===== src/rtl/subbytes_engine.sv =====
// subbytes_engine: sequential AES SubBytes/InvSubBytes over LANES shared composite-field S-box lanes.
// The GF(2^8) <-> GF((2^4)^2) basis change is derived at elaboration from a root of the AES polynomial.
module subbytes_engine #(
    parameter int LANES = 4,
    parameter bit INV_EN = 1'b1
) (
    input  logic         clk,
    input  logic         rst,
    input  logic         in_valid,
    output logic         in_ready,
    input  logic [127:0] in_data,
    input  logic         in_inv,
    output logic         out_valid,
    input  logic         out_ready,
    output logic [127:0] out_data,
    output logic         busy
);
    localparam int N = 16 / LANES;
    localparam int CW = N > 1 ? $clog2(N) : 1;
    localparam logic [3:0] LAMBDA = 4'hc;

    if (LANES != 1 && LANES != 2 && LANES != 4 && LANES != 8 && LANES != 16) begin : g_bad_lanes
        $error("subbytes_engine: LANES must be 1, 2, 4, 8 or 16");
    end

    // GF(2^4) modulo x^4+x+1
    function automatic logic [3:0] gf16_mul(input logic [3:0] a, input logic [3:0] b);
        logic [3:0] p, x;
        p = '0;
        x = a;
        for (int i = 0; i < 4; i++) begin
            p = b[i] ? p ^ x : p;
            x = {x[2:0], 1'b0} ^ (x[3] ? 4'h3 : 4'h0);
        end
        return p;
    endfunction

    function automatic logic [3:0] gf16_sq(input logic [3:0] a);
        return gf16_mul(a, a);
    endfunction

    function automatic logic [3:0] gf16_inv(input logic [3:0] a);
        logic [3:0] a2, a4, a8;
        a2 = gf16_sq(a);
        a4 = gf16_sq(a2);
        a8 = gf16_sq(a4);
        return gf16_mul(gf16_mul(a8, a4), a2);
    endfunction

    // GF((2^4)^2) modulo y^2+y+LAMBDA, byte = {high, low}
    function automatic logic [7:0] gf256_mul(input logic [7:0] a, input logic [7:0] b);
        logic [3:0] hh;
        hh = gf16_mul(a[7:4], b[7:4]);
        return {hh ^ gf16_mul(a[7:4], b[3:0]) ^ gf16_mul(a[3:0], b[7:4]),
                gf16_mul(hh, LAMBDA) ^ gf16_mul(a[3:0], b[3:0])};
    endfunction

    function automatic logic [7:0] gf256_inv(input logic [7:0] a);
        logic [3:0] d;
        d = gf16_inv(gf16_mul(gf16_sq(a[7:4]), LAMBDA) ^ gf16_mul(a[7:4], a[3:0]) ^ gf16_sq(a[3:0]));
        return {gf16_mul(a[7:4], d), gf16_mul(a[7:4] ^ a[3:0], d)};
    endfunction

    function automatic logic [7:0] map(input logic [63:0] m, input logic [7:0] a);
        logic [7:0] r;
        r = '0;
        for (int i = 0; i < 8; i++) r = a[i] ? r ^ m[8*i +: 8] : r;
        return r;
    endfunction

    // Powers beta^0..beta^7 of the first composite-field root of x^8+x^4+x^3+x+1
    function automatic logic [63:0] iso_basis();
        logic [71:0] pw;
        logic [63:0] m;
        m = '0;
        for (int c = 2; c < 256; c++) begin
            pw = '0;
            pw[7:0] = 8'h01;
            for (int i = 1; i < 9; i++) pw[8*i +: 8] = gf256_mul(pw[8*(i-1) +: 8], 8'(c));
            if (m == '0 && (pw[71:64] ^ pw[39:32] ^ pw[31:24] ^ pw[15:8] ^ pw[7:0]) == 8'h00)
                m = pw[63:0];
        end
        return m;
    endfunction

    function automatic logic [63:0] iso_invert(input logic [63:0] m);
        logic [63:0] r;
        logic [7:0] y;
        r = '0;
        for (int a = 0; a < 256; a++) begin
            y = map(m, 8'(a));
            for (int j = 0; j < 8; j++) if (y == 8'(1 << j)) r[8*j +: 8] = 8'(a);
        end
        return r;
    endfunction

    localparam logic [63:0] ISO = iso_basis();
    localparam logic [63:0] INV_ISO = iso_invert(ISO);

    function automatic logic [7:0] rotl(input logic [7:0] a, input int k);
        logic [15:0] t;
        t = {a, a} << k;
        return t[15:8];
    endfunction

    function automatic logic [7:0] sbox(input logic [7:0] a, input logic inv);
        logic [7:0] t, x;
        t = inv ? rotl(a, 1) ^ rotl(a, 3) ^ rotl(a, 6) ^ 8'h05 : a;
        x = map(INV_ISO, gf256_inv(map(ISO, t)));
        return inv ? x : x ^ rotl(x, 1) ^ rotl(x, 2) ^ rotl(x, 3) ^ rotl(x, 4) ^ 8'h63;
    endfunction

    typedef enum logic [1:0] {IDLE, RUN, DONE} state_t;

    state_t state;
    logic [CW-1:0] cnt;
    logic [127:0] st;
    logic mode;
    logic [7:0] lane_out [LANES];

    for (genvar g = 0; g < LANES; g++) begin : g_lane
        assign lane_out[g] = sbox(st[8*(int'(cnt)*LANES+g) +: 8], mode);
    end

    assign in_ready = state == IDLE || (state == DONE && out_ready);
    assign out_valid = state == DONE;
    assign busy = state != IDLE;
    assign out_data = st;

    always_ff @(posedge clk or posedge rst) begin
        if (rst) begin
            state <= IDLE;
            cnt <= '0;
            st <= '0;
            mode <= 1'b0;
        end else begin
            unique case (state)
                IDLE, DONE: begin
                    if (in_valid && in_ready) begin
                        st <= in_data;
                        mode <= in_inv & INV_EN;
                        cnt <= '0;
                        state <= RUN;
                    end else if (state == DONE && out_ready) begin
                        state <= IDLE;
                    end
                end
                RUN: begin
                    for (int i = 0; i < LANES; i++) st[8*(int'(cnt)*LANES+i) +: 8] <= lane_out[i];
                    if (cnt == CW'(N - 1)) state <= DONE;
                    else cnt <= cnt + CW'(1);
                end
                default: state <= IDLE;
            endcase
        end
    end
endmodule


===== config.mk =====
export PLATFORM = sky130hd
export DESIGN_NAME = subbytes_engine
export DESIGN_NICKNAME = d
export VERILOG_FILES = /design/src/rtl/subbytes_engine.sv
export SDC_FILE = /design/constraint.sdc
export NUM_CORES = 1
export LEC_CHECK = 0
export CORE_AREA = 3 3 201 203
export CTS_CLUSTER_DIAMETER = 200
export DETAILED_ROUTE_END_ITERATION = 6
export DIE_AREA = 0 0 204 206
export PLACE_DENSITY_LB_ADDON = 0.08
export SYNTH_ARGS = -nofsm -noshare
export SYNTH_HDL_FRONTEND = slang
export SYNTH_SLANG_ARGS = --single-unit

===== constraint.sdc =====
create_clock -name clk -period 10.4 [get_ports clk]
set_input_delay 3.12 -clock clk [delete_from_list [all_inputs] [get_ports clk]]
set_output_delay 3.12 -clock clk [all_outputs]
set_load 0.02 [all_outputs]

==> summary.txt, run 1 <==
Synthesis
  • EDFF count, synth: 0
  • Largest family of logic cells by synthesized area: compound AO/OA/AOI/OAI gates
  • Compound-Gate Fraction of Synth Area: between 20% and 30%
  • Biggest area consumer among synthesized cells: dfrtp_1
  • Synth warn: 0
  • Largest cells by area after synthesis: dfrtp_1, xnor2_1, a21oi_1
  • Unique cell type count in the Yosys netlist: between 100 and 150
  • XOR/XNOR share of the synthesized area: a little under a quarter
  • Top cells by count, synth: nor2_1, xnor2_1, a21oi_1
  • Post-Syn Area: 20100 sq um
  • Ys async rst share: 100%
  • Mux contribution to synthesized area: between 10% and 20%
  • Most numerous cell in the Yosys netlist: nor2_1
  • Cells after Synth: between 2k and 2.5k
  • Share of the synthesized area in the top cell type: between 15 and 20%
  • Post-Synth Adder-Cell Area: between 1.5 and 2%
  • Synth Flop Type: dfrtp_1
  • Synth Net Count: 2605
  • Proportion of synthesized chip area in sequential cells: around 17%
  • Post-Synth Simple-Gate Area: 20.3%
  • Synthesized flop and latch total: roughly 130
  • Synth Area per Inst: 8.21 sq um

Detailed routing
  • Drt via density: approximately 6.4
  • Routed Antenna Nets: 0
  • Final WL: about 73000 microns
  • Drt drc: 0
  • Drt pass-1 iters: 6
  • Number of DRC markers after the initial detailed-route iteration: around 2.2k
  • Via count: ~21k
  • Routed len/inst: ~23 microns

Floorplanning
  • Io pins: 264
  • Row count: 72
  • Starting Density: 52.0%
  • Chip width: between 200 and 250 microns
  • Die Height: between 200 and 250 microns
  • Die ar.: roughly 42000 sq um
  • Core region area: ~39000 sq um

GRT
  • Initial antenna violation count: 8
  • GRT met1 Usage: approximately 45%
  • Global-route wire length before repair: approximately 110000 microns
  • Largest net degree at the start of global routing: 128
  • GR Util met2: approximately 55%
  • Busiest layer in global routing: met2
  • All-Layer GR Usage: 33.7%
  • Vias in the first global route: between 15k and 20k
  • Met3 Resource Use GR: approximately 6.8%
  • Gr ovfl total: 0

Finish
  • Multi-input logic area: about 16000 sq um
  • Reg area: between 3000 and 4000 sq um
  • Final design utilization: between 60 and 70%
  • FILL cells: about 3.3k
  • Final nets: 2865
  • Syn-to-layout area delta: 23.8%
  • Share of cells above drive strength 1: between 10% and 20%
  • Fin cells: 3244

Setup path
  • Buf+Inv Stages, Crit Path: 6
  • CP peak stage delay: roughly 0.60 ns
  • Worst Path Arrival: a little over 10 ns
  • Crit path max-delay family: simple AND/OR/NAND/NOR gates
  • Crit path top cell by count: buf_4
  • WS Path Type: reg2reg
  • CP max-delay cell: or4_1
  • Worst R2R Setup Slack: between 0.3 and 0.4 ns
  • Worst EP required: 10.72 ns
  • Worst Setup End Kind: flop
  • Worst Setup Start Kind: flop
  • CP max FO: 16

CTS
  • CTS root buf: clkbuf_16
  • CTS tree: built
  • Worst-Skew Late Latency: ~0.43 ns
  • Longest Clk Path Bufs: 2
  • Htree depth: 4
  • CTS clk-pin slew, worst paths: around 0.06 ns
  • Clock sinks: approximately 130
  • CTS Buf Count: 17

STA
  • Fin. Hold Viols: 0
  • Slew @ Worst Pin: 1.24 ns
  • Max Slew Vio Count: 0
  • Relative slew slack: between 10% and 20%
  • Period utilization: ~96%
  • Final setup fails: 0
  • Hold_ws: about 0.52 ns
  • Final Skew: between 0.009 and 0.01 ns
  • PnR worst setup slack: roughly 0.4 ns
  • Maximum clock frequency: between 90 and 100 MHz
  • Min cycle time layout: approximately 10 ns

Placed design
  • Place WS: -0.144 ns
  • Routability Congestion: roughly 1
  • Cell count after placement: around 3.2k
  • Dpl hpwl: approximately 55000 microns
  • Port Buffers: between 200 and 300

Outcome
  • Status: finished clean

Hold path
  • Hold crit path type: reg2reg

Run
  • # Max-Cap Violations: 0
## sequential cells by signal, summed over array words and instances, names as in the netlist
signal,flops
state,2
cnt,2
out_data,128
mode,1
## path summary, 6_finish.rpt
path,to,cells past startpoint,startpoint
min,out_data[70],2,out_data[70]
min in group asynchronous,out_data[4],2,rst
min reg2reg,out_data[70],2,out_data[70]
max reg2reg,out_data[25],40,cnt[0]
max in group asynchronous,out_data[121],3,rst
max,out_data[25],40,cnt[0]
## timing repair
item / in CTS / in global routing
gates cloned: 0 / 1
setup buffers: 0 / 22
resized for setup: 2 / 68
setup endpoints to repair: 21 / 128
hold buffers: 0 / 0
hold endpoints to repair: 0 / 0
pin swaps: 0 / 14
## metrics by stage
step / cell area, sq um / TNS, ns
2_1_floorplan: 20200 / 0
3_3_place_gp: 23700 / 0
3_5_place_dp: 23700 / -0.984
4_1_cts: 24300 / -0.00148
5_1_grt: 24900 / -0.532
6_report: 24900 / 0
## metal layers
| metal | share of wire [%] | vias up |
|---|---|---|
| met1 | 41 | 10100 |
| met5 | 0.063 | - |
| li1 | - | 9630 |
| met4 | 3.6 | 6 |
| met2 | 46 | 1011 |
| met3 | 8.8 | 148 |
## final cells by class
cell class	instances	area share [%]
Clock buffer	20	1.84
Clock inverter	12	0.523
Inverter	41	0.679
Timing Repair Buffer	405	15.1
Tap cell	518	2.61
Multi-Input combinational cell	2110	65.8
Antenna cell	5	0.0503
Sequential cell	133	13.4
## kinds of logic (layout without fill, tap and decap cells)
| kind of cell | count (synthesis) | count (layout) |
|---|---|---|
| mux | 159 | 159 |
| buf+inv | 205 | 478 |
| other cells | 0 | 5 |
| compound gates | 710 | 710 |
| flops | 133 | 133 |
| xor+xnor | 384 | 384 |
| fa+ha+maj | 32 | 32 |
| simple gates | 825 | 825 |
## cell usage in the layout, fill, tap and decap left out, types with 12 or more instances in the layout
cell type,instances
clkbuf_16,18
xnor3_1,30
clkdlybuf4s50_1,263
nor3_1,76
xnor2_1,196
xor3_1,33
a211oi_1,19
or4_1,12
mux2i_1,78
nand2_1,166
o31ai_1,16
or3_1,36
xor2_1,67
nor2_1,235
and3_1,90
and2_1,19
inv_1,30
nand2b_1,14
dfrtp_1,130
a21oi_1,204
buf_4,136
a221oi_1,34
ha_1,21
o21ai_0,146
o21ai_1,34
nand4_1,18
o21a_1,16
xnor2_2,34
o22ai_1,30
or2_2,13
mux4_2,35
nand3_1,70
mux2_2,31
o211ai_1,25
## worst min-delay path, cell delays in order (launching register included)
cell     delay, ns
dfrtp_1       0.37
a21oi_1       0.06
o21ai_0       0.06
Power of run 1 is left out: the tool's default activity adds up to more than one toggle a clock period on the data nets, which glitch-free logic cannot reach.
==> run 2, diff against run 1 <==
Settings changed: CAP_MARGIN set to 30, CTS_CLUSTER_SIZE set to 30.
==> run 2 against run 1 <==
  * Via count down 0.14%
  * Clock-buffer cell count fell by 2
  * Critical path depth shrank 4
  * Design area grew 0.29%
  * Register-to-register slack improved by 0.07 ns
  * Worst hold slack lost 0.0020 ns
  * Worst setup slack better by 0.070 ns
  * Fmax increased by 0.70%
  * Sequential share of layout area is essentially flat
  * Non-clock buffer count grew 2
  * First-iteration DRC count shrank 4.9%
  * Global-route usage grew 0.17 points
==> summary.txt, run 2 (synthesized netlist as in run 1, its figures left out) <==
Outcome
  • Status: finished clean

Finish
  • Syn-to-layout area delta: 24.1%
  • Share of cells above drive strength 1: between 15 and 20%
  • Commonest non-fill, non-tap cell in the layout: clkdlybuf4s50_1
  • Final design utilization: 64.5%
  • Commonest cells after routing, fill and taps aside: clkdlybuf4s50_1, nor2_1, a21oi_1, xnor2_1, nand2_1
  • Design area: about 25000 sq um
  • Final nets: between 2k and 3k
  • Max FFs per register: between 100 and 150

Placed design
  • Dpl hpwl: roughly 55000 microns
  • Routability Congestion: about 1
  • Place WS: -0.112 ns
  • Port Buffers: 263
  • Placed cell area: approximately 24000 sq um

Setup path
  • Crit path top cell by count: buf_4
  • Worst Setup End Kind: flop
  • WS Path Type: reg2reg
  • Worst Setup Start Kind: flop
  • Worst EP required: 10.67 ns
  • Worst Path Arrival: 10.20 ns
  • CP max FO: 27
  • CP peak stage delay: 0.68 ns
  • CP max-delay cell: mux4_2

Detailed routing
  • Final WL: roughly 73000 microns
  • Drt pass-1 iters: 6
  • Drt via density: around 6.4
  • Number of DRC markers after the initial detailed-route iteration: ~2.1k
  • Drt drc: 0
  • Routed Antenna Nets: 0
  • Via count: roughly 21k
  • Routed len/inst: 22.6 microns

Floorplanning
  • Core region area: between 30000 and 40000 sq um
  • Row count: between 70 and 80
  • Starting Density: between 50% and 60%
  • Die ar.: between 40000 and 50000 sq um
  • Chip width: roughly 200 microns
  • Io pins: ~260
  • Die Height: 206 microns

GRT
  • Vias in the first global route: a little under 20k
  • Gr ovfl total: 0
  • All-Layer GR Usage: between 30 and 40%
  • Global-route wire length before repair: 113000 microns
  • Initial antenna violation count: 8
  • Largest net degree at the start of global routing: a little under 100

CTS
  • Htree depth: 4
  • CTS clk-pin slew, worst paths: 0.06 ns
  • CTS Buf Count: 17
  • Longest Clk Path Bufs: 2
  • Worst-Skew Late Latency: 0.43 ns
  • Hold_buf cts: 0
  • CTS root buf: clkbuf_16
  • Clock sinks: about 130
  • CTS tree: built

STA
  • Fin. Hold Viols: 0
  • Period utilization: 95.5%
  • Min cycle time layout: between 9 and 10 ns
  • Final Skew: 0.00717 ns
  • Slew @ Worst Pin: 0.996 ns
  • Maximum clock frequency: slightly above 100 MHz
  • Final setup fails: 0
  • Relative slew slack: approximately 33%
  • Max Slew Vio Count: 0
  • PnR worst setup slack: approximately 0.47 ns

Hold path
  • Hold crit path type: reg2reg

Run
  • # Max-Cap Violations: 0
==> run 2: changes by cell type in the layout (fill, tap and decap cells not counted), sizes merged <==
cell / delta
inv: +5
diode: -1
clkinv: -3
clkinvlp: -1
bufinv: +1
clkbuf: -2
buf: +2
==> run 2: layout make-up <==
cell class | count | area (sq um)
inverters | 41 | 169
multi-input cells | 2110 | 16400
clock buffers | 18 | 439
fillers | 3300 | 13700
repair buffers | 407 | 3800
diodes | 4 | 10.0
clock inverters | 14 | 173
flip-flops and latches | 133 | 3340
well taps | 518 | 648
==> run 2: worst max-delay path, delay by kind of cell, from the launching register on <==
family / cells / cell delay, ns
DFF: 1 / 0.48
and+or+nand+nor: 5 / 1.06
buffers and inverters: 7 / 1.19
AOI/OAI and AO/OA: 9 / 2.12
xor gates and xnor gates: 10 / 3.06
muxes: 3 / 1.22
adders and majority gates: 2 / 0.62
==> run 2: path summary, 6_finish.rpt <==
kind | startpoint | end | slack [ns] | depth (start not counted)
max in group asynchronous | rst | out_data[25] | 5.94 | 3
max reg2reg | cnt[0] | out_data[17] | 0.47 | 36
max | cnt[0] | out_data[17] | 0.47 | 36
min reg2reg | out_data[14] | out_data[14] | 0.52 | 2
min | out_data[14] | out_data[14] | 0.52 | 2
min in group asynchronous | rst | out_data[4] | 3.17 | 2
==> run 2: through the flow <==
step / cells / hold slack (ns) / TNS (ns)
after global routing: 3243 / 0.541 / -0.214
final: 3245 / 0.520 / 0
after CTS: 3222 / 0.518 / 0
after global placement: 3184 / 0.492 / 0
after floorplan: 2448 / 0.603 / 0
after detailed placement: 3190 / 0.505 / -0.766
==> run 2: repair_timing <==
action                                  in CTS  in global routing
endpoints found under the setup margin      19                128
buffers inserted                             0                 17
gates cloned                                 0                  1
pin swaps                                    0                 10
resized for setup                            2                 64
==> run 2: routing by layer <==
layer  track usage [%]  routed length [microns]
met5                 0                       66
met4              10.9                     2450
met3              6.36                     6170
met2              54.8                    34100
met1              46.0                    30500
Power of run 2 is left out for the same reason.
==> run 3, diff against run 2 <==
Settings changed: CORE_AREA 3 3 201 203 to 3 3 183 185, DIE_AREA 0 0 204 206 to 0 0 186 188.
Clock period 10.4 ns to 12.24 ns, I/O delays scaled along.
==> run 3 against run 2 <==
  * The flow now finishes with violations (DRC)
  * Non-clock buffer count is 78 lower
  * First-iteration DRC count is 20% higher
  * Clock skew is 0.0021 ns higher
  * Worst setup slack better by 0.21 ns
  * Worst hold slack better by 0.0095 ns
  * Die area is 17% lower
  * Sequential cell count stayed put
  * Highest routed layer unchanged
==> summary.txt, run 3 (synthesized netlist as in run 1, its figures left out) <==
Outcome
  • Status: finished with violations
  • Failing checks: DRC

Finish
  • Multi-input logic area: 16000 sq um
  • Final nets: 2789
  • Final design utilization: approximately three quarters
  • Reg area: 3340 sq um
  • Fin cells: 3054
  • Syn-to-layout area delta: 18.3%
  • Commonest cells after routing, fill and taps aside: clkdlybuf4s50_1, nor2_1, xnor2_1, a21oi_1, nand2_1
  • Share of cells above drive strength 1: approximately a tenth
  • Max FFs per register: 128
  • Commonest non-fill, non-tap cell in the layout: clkdlybuf4s50_1
  • FILL cells: 2417

Placed design
  • Routability Congestion: a little under 1
  • Cell count after placement: slightly above 3k
  • Port Buffers: 263
  • Dpl hpwl: around 53000 microns

STA
  • Fin. Hold Viols: 0
  • Maximum clock frequency: between 80 and 90 MHz
  • Slew @ Worst Pin: roughly 1.1 ns
  • Hold_ws: ~0.53 ns
  • Final setup fails: 0
  • Relative slew slack: 28.2%
  • Max Slew Vio Count: 0
  • Period utilization: a little over nine tenths
  • Final Skew: about 0.0093 ns
  • RSZ-0062 raised after global routing: no
  • Setup tns final: 0 ns
  • Min cycle time layout: roughly 12 ns

Setup path
  • FF-to-FF End: out_data[97]
  • WS Path Type: reg2reg
  • Crit path launch: cnt[0]
  • CP max FO: 28
  • Worst Setup Start Kind: flop
  • Reg-to-Reg Start: cnt[0]
  • CP peak stage delay: 0.75 ns
  • Worst Setup End Kind: flop
  • Crit path top cell by count: xor2_1
  • Worst EP required: about 13 ns
  • Worst R2R Setup Slack: slightly below 0.7 ns
  • R2R depth: 36
  • Worst Path Arrival: 11.85 ns
  • CP max-delay cell: dfrtp_4

Floorplanning
  • Row count: 66
  • Core region area: ~32000 sq um
  • Chip width: 186 microns
  • Die Height: 188 microns
  • Io pins: between 200 and 300
  • Die ar.: around 35000 sq um
  • Starting Density: between 60% and 70%

CTS
  • Postcts setup bufs: 0
  • Longest Clk Path Bufs: 2
  • Clock sinks: between 100 and 150
  • CTS Buf Count: 17
  • CTS tree: built
  • Worst-Skew Late Latency: between 0.4 and 0.5 ns
  • CTS root buf: clkbuf_16
  • Htree depth: 4
  • CTS clk-pin slew, worst paths: ~0.06 ns
  • Hold_buf cts: 0
  • PostCTS Resize Cnt: 0

Detailed routing
  • Routed len/inst: 23.7 microns
  • Drt drc: 11
  • Via count: ~21k
  • Final WL: ~72000 microns
  • Number of DRC markers after the initial detailed-route iteration: ~2.6k
  • Drt pass-1 iters: 7
  • Routed Antenna Nets: 0
  • Drt via density: around 7

GRT
  • All-Layer GR Usage: 40.0%
  • Initial antenna violation count: 4
  • Global-route wire length before repair: ~110000 microns
  • Gr ovfl total: 0
  • Largest net degree at the start of global routing: 95
  • Vias in the first global route: 20.3k

Hold path
  • Hold crit path type: reg2reg
  • Hold wc startpoint: out_data[64]
  • Hold Crit Depth: 2
  • Worst Hold End: out_data[64]

Run
  • # Max-Cap Violations: 0
run 3: cell types whose count changed in the layout (fill, tap and decap cells not counted), sizes merged:
cell | before | now
clkinvlp | 1 | 2
clkbuf | 19 | 20
inv | 44 | 39
buf | 143 | 66
bufinv | 3 | 2
run 3: metrics by stage:
| stage | instance area [sq um] | setup slack (ns) |
|---|---|---|
| 2_1_floorplan | 20100 | 1.26 |
| 4_1_cts | 23600 | 0.196 |
| 3_3_place_gp | 23000 | 0.594 |
| 5_1_grt | 23800 | 0.0138 |
| 6_report | 23800 | 0.675 |
| 3_5_place_dp | 23100 | 0.276 |
run 3: how the worst max path moves through the flow:
stage                         endpoint  slack [ns]
after global routing      out_data[45]        0.01
after global placement    out_data[97]        0.59
after floorplan           out_data[25]        1.26
after CTS                 out_data[97]        0.20
after detailed placement   out_data[1]        0.28
final                     out_data[97]        0.68
run 3: final cells by class:
cell class / instances / area share, %
flip-flops and latches: 133 / 14.0
clock inverters: 9 / 0.442
well taps: 408 / 2.15
inverters: 41 / 0.716
diodes: 4 / 0.0421
clock buffers: 20 / 1.92
multi-input cells: 2110 / 67.2
repair buffers: 329 / 13.5
run 3: critical path: cells and delay by family, from the launching register on:
| kind | cells | cell delay [ns] |
|---|---|---|
| xor gates and xnor gates | 11 | 3.55 |
| DFF | 1 | 0.75 |
| muxes | 4 | 1.75 |
| and+or+nand+nor | 2 | 0.50 |
| AOI/OAI and AO/OA | 10 | 2.16 |
| adders and majority gates | 3 | 1.24 |
| buffers and inverters | 6 | 1.43 |
run 3: routing by layer:
layer  wire length, microns  vias up  track usage, %  part of all wire, %
met5                     15        -               0                0.021
met4                   4020        2            18.9                  5.6
met3                   7480      289            8.63                   10
met2                  33400     1429            64.1                   46
met1                  27400    10100            51.4                   38
li1                       -     9477               -                    -
Power of run 3 is left out for the same reason.
